==> src/rtl/decoder_2to4_strobe_if.sv <==
// Code/strobe bundle between the encoded-command source and the 2-to-4 strobe decoder.
// master = command source and counter reader, slave = decoder.
interface decoder_2to4_strobe_if #(
  parameter int CNT_W = 8
);
  logic             in_valid;
  logic [1:0]       in_code;
  logic             in_en;
  logic             in_ready;
  logic [3:0]       o;
  logic             busy;
  logic             done;
  logic [1:0]       cnt_sel;
  logic [CNT_W-1:0] cnt_out;

  modport master (
    output in_valid, in_code, in_en, cnt_sel,
    input  in_ready, o, busy, done, cnt_out
  );

  modport slave (
    input  in_valid, in_code, in_en, cnt_sel,
    output in_ready, o, busy, done, cnt_out
  );
endinterface

==> src/rtl/decoder_2to4_strobe.sv <==
// Registered 2-to-4 decoder: holds a one-hot strobe for PULSE_W (>=1) cycles, then one all-zero
// gap cycle with done; ready only in IDLE, so codes arriving while busy stall at the source.
module decoder_2to4_strobe #(
  parameter int PULSE_W = 4,
  parameter int CNT_W   = 8
) (
  input  logic                 clk,
  input  logic                 rst,
  decoder_2to4_strobe_if.slave bus
);
  localparam int               PCW       = (PULSE_W > 1) ? $clog2(PULSE_W) : 1;
  localparam logic [PCW-1:0]   PCNT_LOAD = PCW'(PULSE_W - 1);
  localparam logic [CNT_W-1:0] HIT_MAX   = '1;

  typedef enum logic [1:0] {
    IDLE  = 2'd0,
    PULSE = 2'd1,
    GAP   = 2'd2
  } state_t;

  state_t           state, state_nxt;
  logic [PCW-1:0]   pcnt, pcnt_nxt;
  logic [1:0]       code_q, code_nxt;
  logic             en_q, en_nxt;
  logic [3:0]       o_q, o_nxt;
  logic             busy_q, busy_nxt;
  logic             done_q, done_nxt;
  logic [CNT_W-1:0] hit [4];
  logic             accept;

  assign bus.in_ready = (state == IDLE) && !rst;
  assign accept       = bus.in_valid && bus.in_ready;

  always_comb begin
    state_nxt = state;
    pcnt_nxt  = pcnt;
    code_nxt  = code_q;
    en_nxt    = en_q;
    case (state)
      IDLE: begin
        if (accept) begin
          code_nxt  = bus.in_code;
          en_nxt    = bus.in_en;
          pcnt_nxt  = PCNT_LOAD;
          state_nxt = bus.in_en ? PULSE : GAP;
        end
      end
      PULSE: begin
        if (pcnt == '0) begin
          state_nxt = GAP;
        end else begin
          pcnt_nxt = pcnt - PCW'(1);
        end
      end
      GAP:     state_nxt = IDLE;
      default: state_nxt = IDLE;
    endcase

    // Outputs are registered from the next state so the strobe lines come straight off flops.
    o_nxt    = (state_nxt == PULSE && en_nxt) ? (4'b0001 << code_nxt) : 4'b0000;
    busy_nxt = (state_nxt != IDLE);
    done_nxt = (state_nxt == GAP);
  end

  always_ff @(posedge clk) begin
    if (rst) begin
      state  <= IDLE;
      pcnt   <= '0;
      code_q <= '0;
      en_q   <= 1'b0;
      o_q    <= '0;
      busy_q <= 1'b0;
      done_q <= 1'b0;
      for (int i = 0; i < 4; i++) begin
        hit[i] <= '0;
      end
    end else begin
      state  <= state_nxt;
      pcnt   <= pcnt_nxt;
      code_q <= code_nxt;
      en_q   <= en_nxt;
      o_q    <= o_nxt;
      busy_q <= busy_nxt;
      done_q <= done_nxt;
      // Saturate rather than wrap so a stuck-on source reads as "many", never as "few".
      if (accept && bus.in_en && (hit[bus.in_code] != HIT_MAX)) begin
        hit[bus.in_code] <= hit[bus.in_code] + CNT_W'(1);
      end
    end
  end

  assign bus.o       = o_q;
  assign bus.busy    = busy_q;
  assign bus.done    = done_q;
  assign bus.cnt_out = hit[bus.cnt_sel];
endmodule

==> src/flat_wrapper.sv <==
// flat-port wrapper written by rule: the top's interface ports become plain ports
module decoder_2to4_strobe_flat 
#(
  parameter int PULSE_W = 4,
  parameter int CNT_W   = 8
)
  (clk, rst, bus_in_valid, bus_in_code, bus_in_en, bus_cnt_sel, bus_in_ready, bus_o, bus_busy, bus_done, bus_cnt_out);
  decoder_2to4_strobe_if #(.CNT_W(CNT_W)) bus_i ();
  input  logic clk;
  input  logic rst;
  input wire logic [$bits(bus_i.in_valid)-1:0] bus_in_valid;
  input wire logic [$bits(bus_i.in_code)-1:0] bus_in_code;
  input wire logic [$bits(bus_i.in_en)-1:0] bus_in_en;
  input wire logic [$bits(bus_i.cnt_sel)-1:0] bus_cnt_sel;
  output wire logic [$bits(bus_i.in_ready)-1:0] bus_in_ready;
  output wire logic [$bits(bus_i.o)-1:0] bus_o;
  output wire logic [$bits(bus_i.busy)-1:0] bus_busy;
  output wire logic [$bits(bus_i.done)-1:0] bus_done;
  output wire logic [$bits(bus_i.cnt_out)-1:0] bus_cnt_out;
  assign bus_i.in_valid = bus_in_valid;
  assign bus_i.in_code = bus_in_code;
  assign bus_i.in_en = bus_in_en;
  assign bus_i.cnt_sel = bus_cnt_sel;
  assign bus_in_ready = bus_i.in_ready;
  assign bus_o = bus_i.o;
  assign bus_busy = bus_i.busy;
  assign bus_done = bus_i.done;
  assign bus_cnt_out = bus_i.cnt_out;
  decoder_2to4_strobe #(.PULSE_W(PULSE_W), .CNT_W(CNT_W)) u_core (.clk(clk), .rst(rst), .bus(bus_i));
endmodule
==> config.mk <==
export PLATFORM = sky130hd
export DESIGN_NAME = decoder_2to4_strobe_flat
export DESIGN_NICKNAME = d
export VERILOG_FILES = /design/src/rtl/decoder_2to4_strobe_if.sv /design/src/rtl/decoder_2to4_strobe.sv /design/src/flat_wrapper.sv
export SDC_FILE = /design/constraint.sdc
export NUM_CORES = 1
export LEC_CHECK = 0
export BUFFER_PORTS_ARGS = -buffer_cell sky130_fd_sc_hd__buf_2
export CAP_MARGIN = 20
export CELL_PAD_IN_SITES_DETAIL_PLACEMENT = 1
export CELL_PAD_IN_SITES_GLOBAL_PLACEMENT = 1
export CORE_MARGIN = 10
export CORE_UTILIZATION = 51
export DETAILED_ROUTE_END_ITERATION = 6
export GPL_ROUTABILITY_DRIVEN = 0
export PLACE_DENSITY = 0.85
export SYNTH_ARGS = -nofsm -noshare
export SYNTH_HDL_FRONTEND = slang
export SYNTH_SLANG_ARGS = --single-unit
==> constraint.sdc <==
create_clock -name clk -period 4.5 [get_ports clk]
set_clock_uncertainty 0.2 [all_clocks]
set_input_delay 0.45 -clock clk [delete_from_list [all_inputs] [get_ports clk]]
set_output_delay 0.45 -clock clk [all_outputs]
set_load 0.005 [all_outputs]
======== Word level (Yosys, flattened, before mapping) ========
Memory sizes are Yosys's and may differ from the RTL's.
Cells that the tools add are included.
storage, ports and cells
  bits in registers ....................... 13
  RAM bits ................................ 32
  output and inout port bits .............. 15
  memories kept ........................... 1
operators by class
  add/sub/neg operators ................... 2
  eq/ne operators ......................... 6
  shift operators ......................... 1
  muxes and demuxes ....................... 19
  bitwise gates (word level) .............. 1
  reduce and logical (&&, ||, !) cells .... 13
memory list
  memory      depth  bits a word  read ports  clocked after Yosys merged registers in  write ports  RTL line                   source
  u_core.hit  4      8            2           0                                        4            decoder_2to4_strobe.sv:28  logic [CNT_W-1:0] hit [4];
operator list
  cell                                                    number
  2-to-1 mux 2 bit                                        8
  adder 8 x 1 -> 8 bit (second input constant)            1
  2-to-1 mux 1 bit                                        8
  2-to-1 mux 8 bit                                        1
  inequality test 8 bit (second input constant)           1
  one-hot mux 2 bit (2 select lines)                      2
  OR reduction 8 bit                                      1
  logical AND 1 bit                                       5
  == test 2 x 1 -> 1 bit (second input constant)          2
  zero test 2 bit                                         2
  nonzero test 2 bit                                      2
  left shift 1 x 2 -> 4 bit (first input constant)        1
  AND reduction 3 bit                                     1
  == test 2 bit (second input constant)                   1
  inequality test 2 x 1 -> 1 bit (second input constant)  1
  inequality test 2 bit (second input constant)           1
  OR reduction 2 bit                                      1
  subtractor 2 x 1 -> 2 bit (second input constant)       1
  zero test 1 bit                                         1
  NOT 1 bit                                               1

======== Logic depth before layout (Yosys ltp) ========
  word-level depth ........................ 10
  mapped depth ............................ 6
  gate-level depth less buffers ........... 6

======== Least setup slack after synthesis ========
No wires, ideal clock.
  path type ............................... input to register
  from .................................... input bus_in_code[0]
  to ...................................... memory u_core.hit[3][0] (enable)
  arrival time ............................ 2234 ps
  data required time ...................... 3925 ps
  path slack .............................. 1691 ps
  cell stages on the path ................. 6
  path buffers ............................ 1
  path through ............................ buf_4 mux4_2 ha_1 nand4_1 o21bai_2 o21bai_1
RTL lines
  element             RTL line                   source
  start: declaration  flat_wrapper.sv:12         input wire logic [$bits(bus_i.in_code)-1:0] bus_in_code;
  end: declaration    decoder_2to4_strobe.sv:28

==> results.txt <==
Tot GR Track Use: 15.21%
Post-Synth XOR/XNOR Area: 1.204%
Post-Place Setup Slack: 1.087 ns
Antenna violations before repair: 0
Later-pin clock latency in the skew report: 0.30 ns
Via density: 6.394
Post-synth ARST share: 0%
Clk slew on worst S/H paths: 0.08 ns
Setup crit start kind: input pin
Core ar.: 0.004058 mm²
CP Max Fanout: 13
Crit Path Category: in -> reg
Area growth from synthesis to layout: 11.53%
Buffers on Ports: 22
Post-synthesis mux area share: 17.95%
Simple-Gate Fraction of Synth Area: 14.16%
Most used DFF post-synth: edfxtp_1
Top-level port count: 23
Adder-cell area share of the yosys netlist: 1.147%
Reg area: 0.001221 mm²
Final #Nets: 195
CTS Sinks: 45
Vias post-DR: 1,509
Peak VDD IR: 0.1838 mV
H-tree levels: 2
Hold Buf Count CTS: 0
Final min period: 3.066 ns
Distinct cells, synth: 37
Final worst slack: 1.434 ns
Total Wirelength: 5326 µm
Post-CTS sizing: 0
Endpoint class of the critical path: flop
Combinational family with the most area after synthesis: multiplexers
First-iteration detailed-routing DRC count: 110
Crit path required time: 4.23 ns
CTS tree: built
F_max: 0.3262 GHz
Buffer count from post-CTS setup fixing: 0
Setup TNS: 0 ns
Root Buffer: clkbuf_8
Cell Area, Synth: 0.002182 mm²
Grt total ovfl: 0
Post-route ant nets: 0
Die Ht: 85.41 µm
Pwr/cell area: 350.7 mW/mm²
Yosys top cell by area: edfxtp_1
Top-area cell type share of the netlist area: 44.04%
Syn nets: 172
Top cells by count, synth: edfxtp_1 (32), nor2_1 (26), a21oi_1 (14)
Slew margin rel.: 46.33%
Synth top area cells: edfxtp_1 (44%), mux4_2 (13%), dfxtp_1 (12%)
Final Max Tran Viols: 0
Mapped Avg Cell Area: 13.47 µm²
DRT Pass-1 Iters: 4
Outcome: finished, final reports clean
Clk buf depth: 2
Synthesis warning total: 0
Worst Tran Pin Value: 0.8034 ns
RSZ-0062 raised after global routing: false
Residual DRC count: 0
Final Util: 59.98%
Cells after synthesis: 162
Setup-failing EPs final: 0
Placed cell areas: 0.002332 mm²
Die span in x: 85.41 µm
Synth Register Bits: 45
Post-synth EDFFs: 32
Leak Pwr: 0.0009005 µW
Multi-input logic area: 915.9 µm²
Antenna diodes: 0
CTS buffer count: 5
Most instantiated library cell after synthesis: edfxtp_1
Data arrival, critical path: 2.79 ns
Finished Cell Area: 0.002434 mm²
Post-DR wirelength/cell: 22.57 µm
Post-synthesis compound-gate area fraction: 7.511%
Final period util: 68.12%
First-pass GRT wire length: 8576 µm
Fillers: 417
Post-DP HPWL: 3835 µm
Max-Cap Viols: 0
Row cnt: 23
Hold/Removal Path Class: in -> reg
Initial core utilization: 53.78%
Share of the yosys chip area belonging to registers: 55.96%
Largest net degree at the start of global routing: 19
Share of layout cells above drive strength 1: 27.42%
Die area: 0.007295 mm²
Vias in the first global route: 1,614
Final Hold Fails: 0
==> cell type report <==
class / instances / share of cell area [%]
inverter: 4 / 0.6170
tap: 50 / 2.571
clock buffer: 7 / 3.959
multi-input combinational: 106 / 37.64
clock inverter: 1 / 0.2057
sequential: 45 / 50.18
timing repair buffer: 23 / 4.833
==> path summary, 6_finish.rpt <==
path	from	to	slack, ns	cells past startpoint
setup / recovery	bus_in_code[0]	u_core.hit[3][2]$_DFFE_PP_	1.43	6
hold / removal	bus_in_en	u_core.en_q$_SDFF_PP0_	0.27	3
setup reg to reg	u_core.hit[2][0]$_SDFFCE_PN0P_	u_core.hit[3][2]$_DFFE_PP_	1.56	5
hold reg to reg	u_core.en_q$_SDFF_PP0_	u_core.en_q$_SDFF_PP0_	0.29	2
==> routing by layer <==
layer | vias up | track usage [%] | part of all wire (%)
met5 | - | 0 | 0
met3 | 11 | 5.641 | 7.5
met4 | 0 | 6.287 | 1.8
met1 | 772 | 16.52 | 38
met2 | 47 | 26.02 | 53
li1 | 679 | - | -
==> stage by stage <==
stage | power (µW) | hold slack [ns] | std cells
3_3_place_gp | 581.4 | 0.2559 | 228
5_1_grt | 891.3 | 0.2832 | 236
6_report | 853.3 | 0.2677 | 236
4_1_cts | 860.9 | 0.2602 | 236
3_5_place_dp | 591.4 | 0.2771 | 228
2_1_floorplan | 552.0 | 0.2430 | 162
==> worst max-delay path: stages <==
cell      delay [ns]
buf_2           0.31
mux4_2          0.63
ha_1            0.28
nand4_1         0.23
o21bai_2        0.20
o21bai_1        0.69
==> cells by family (layout without fill, tap and decap cells) <==
| group | count (synthesis) | count (layout) |
|---|---|---|
| DFF | 45 | 45 |
| buffers and inverters | 11 | 35 |
| adders and majority gates | 2 | 2 |
| and+or+nand+nor | 57 | 57 |
| xor gates and xnor gates | 3 | 3 |
| AOI/OAI and AO/OA | 26 | 26 |
| muxes | 18 | 18 |
==> registers in the layout, indices dropped and copies added (netlist names) <==
register	flops
u_core.code_q	2
u_core.pcnt	2
u_core.en_q	1
u_core.bus.o	4
u_core.state	2
u_core.bus.busy	1
u_core.hit	32
u_core.bus.done	1
==> report_power, final <==
part	switching [µW]	internal, µW	total, µW	leakage, µW
logic	64.5	44.1	109	0.000409
registers	10.2	462	473	0.000438
clock network	133	139	272	0.0000542
==> layout by cell type, fill, tap and decap left out, drive strengths merged <==
cell	Yosys	layout
edfxtp	32	32
nor2	26	26
buf	3	23
mux4	16	16
a21oi	14	14
dfxtp	13	13
clkbuf	4	7
nor3	5	5
o21ai	5	5
inv	4	4
nand2	4	4
nand2b	4	4
nor4b	3	3
nand3	3	3
nand4	2	2
or3	2	2
xor2	2	2
and4b	2	2
a211oi	2	2
mux2i	2	2
ha	2	2
o21bai	2	2
xnor2	1	1
and3	1	1
o31ai	1	1
or4	1	1
nor3b	1	1
a22oi	1	1
a32oi	1	1
nor4bb	1	1
nor4	1	1
or2	1	1
clkinv	0	1
Note: power is estimated with default switching activity, not from simulation.
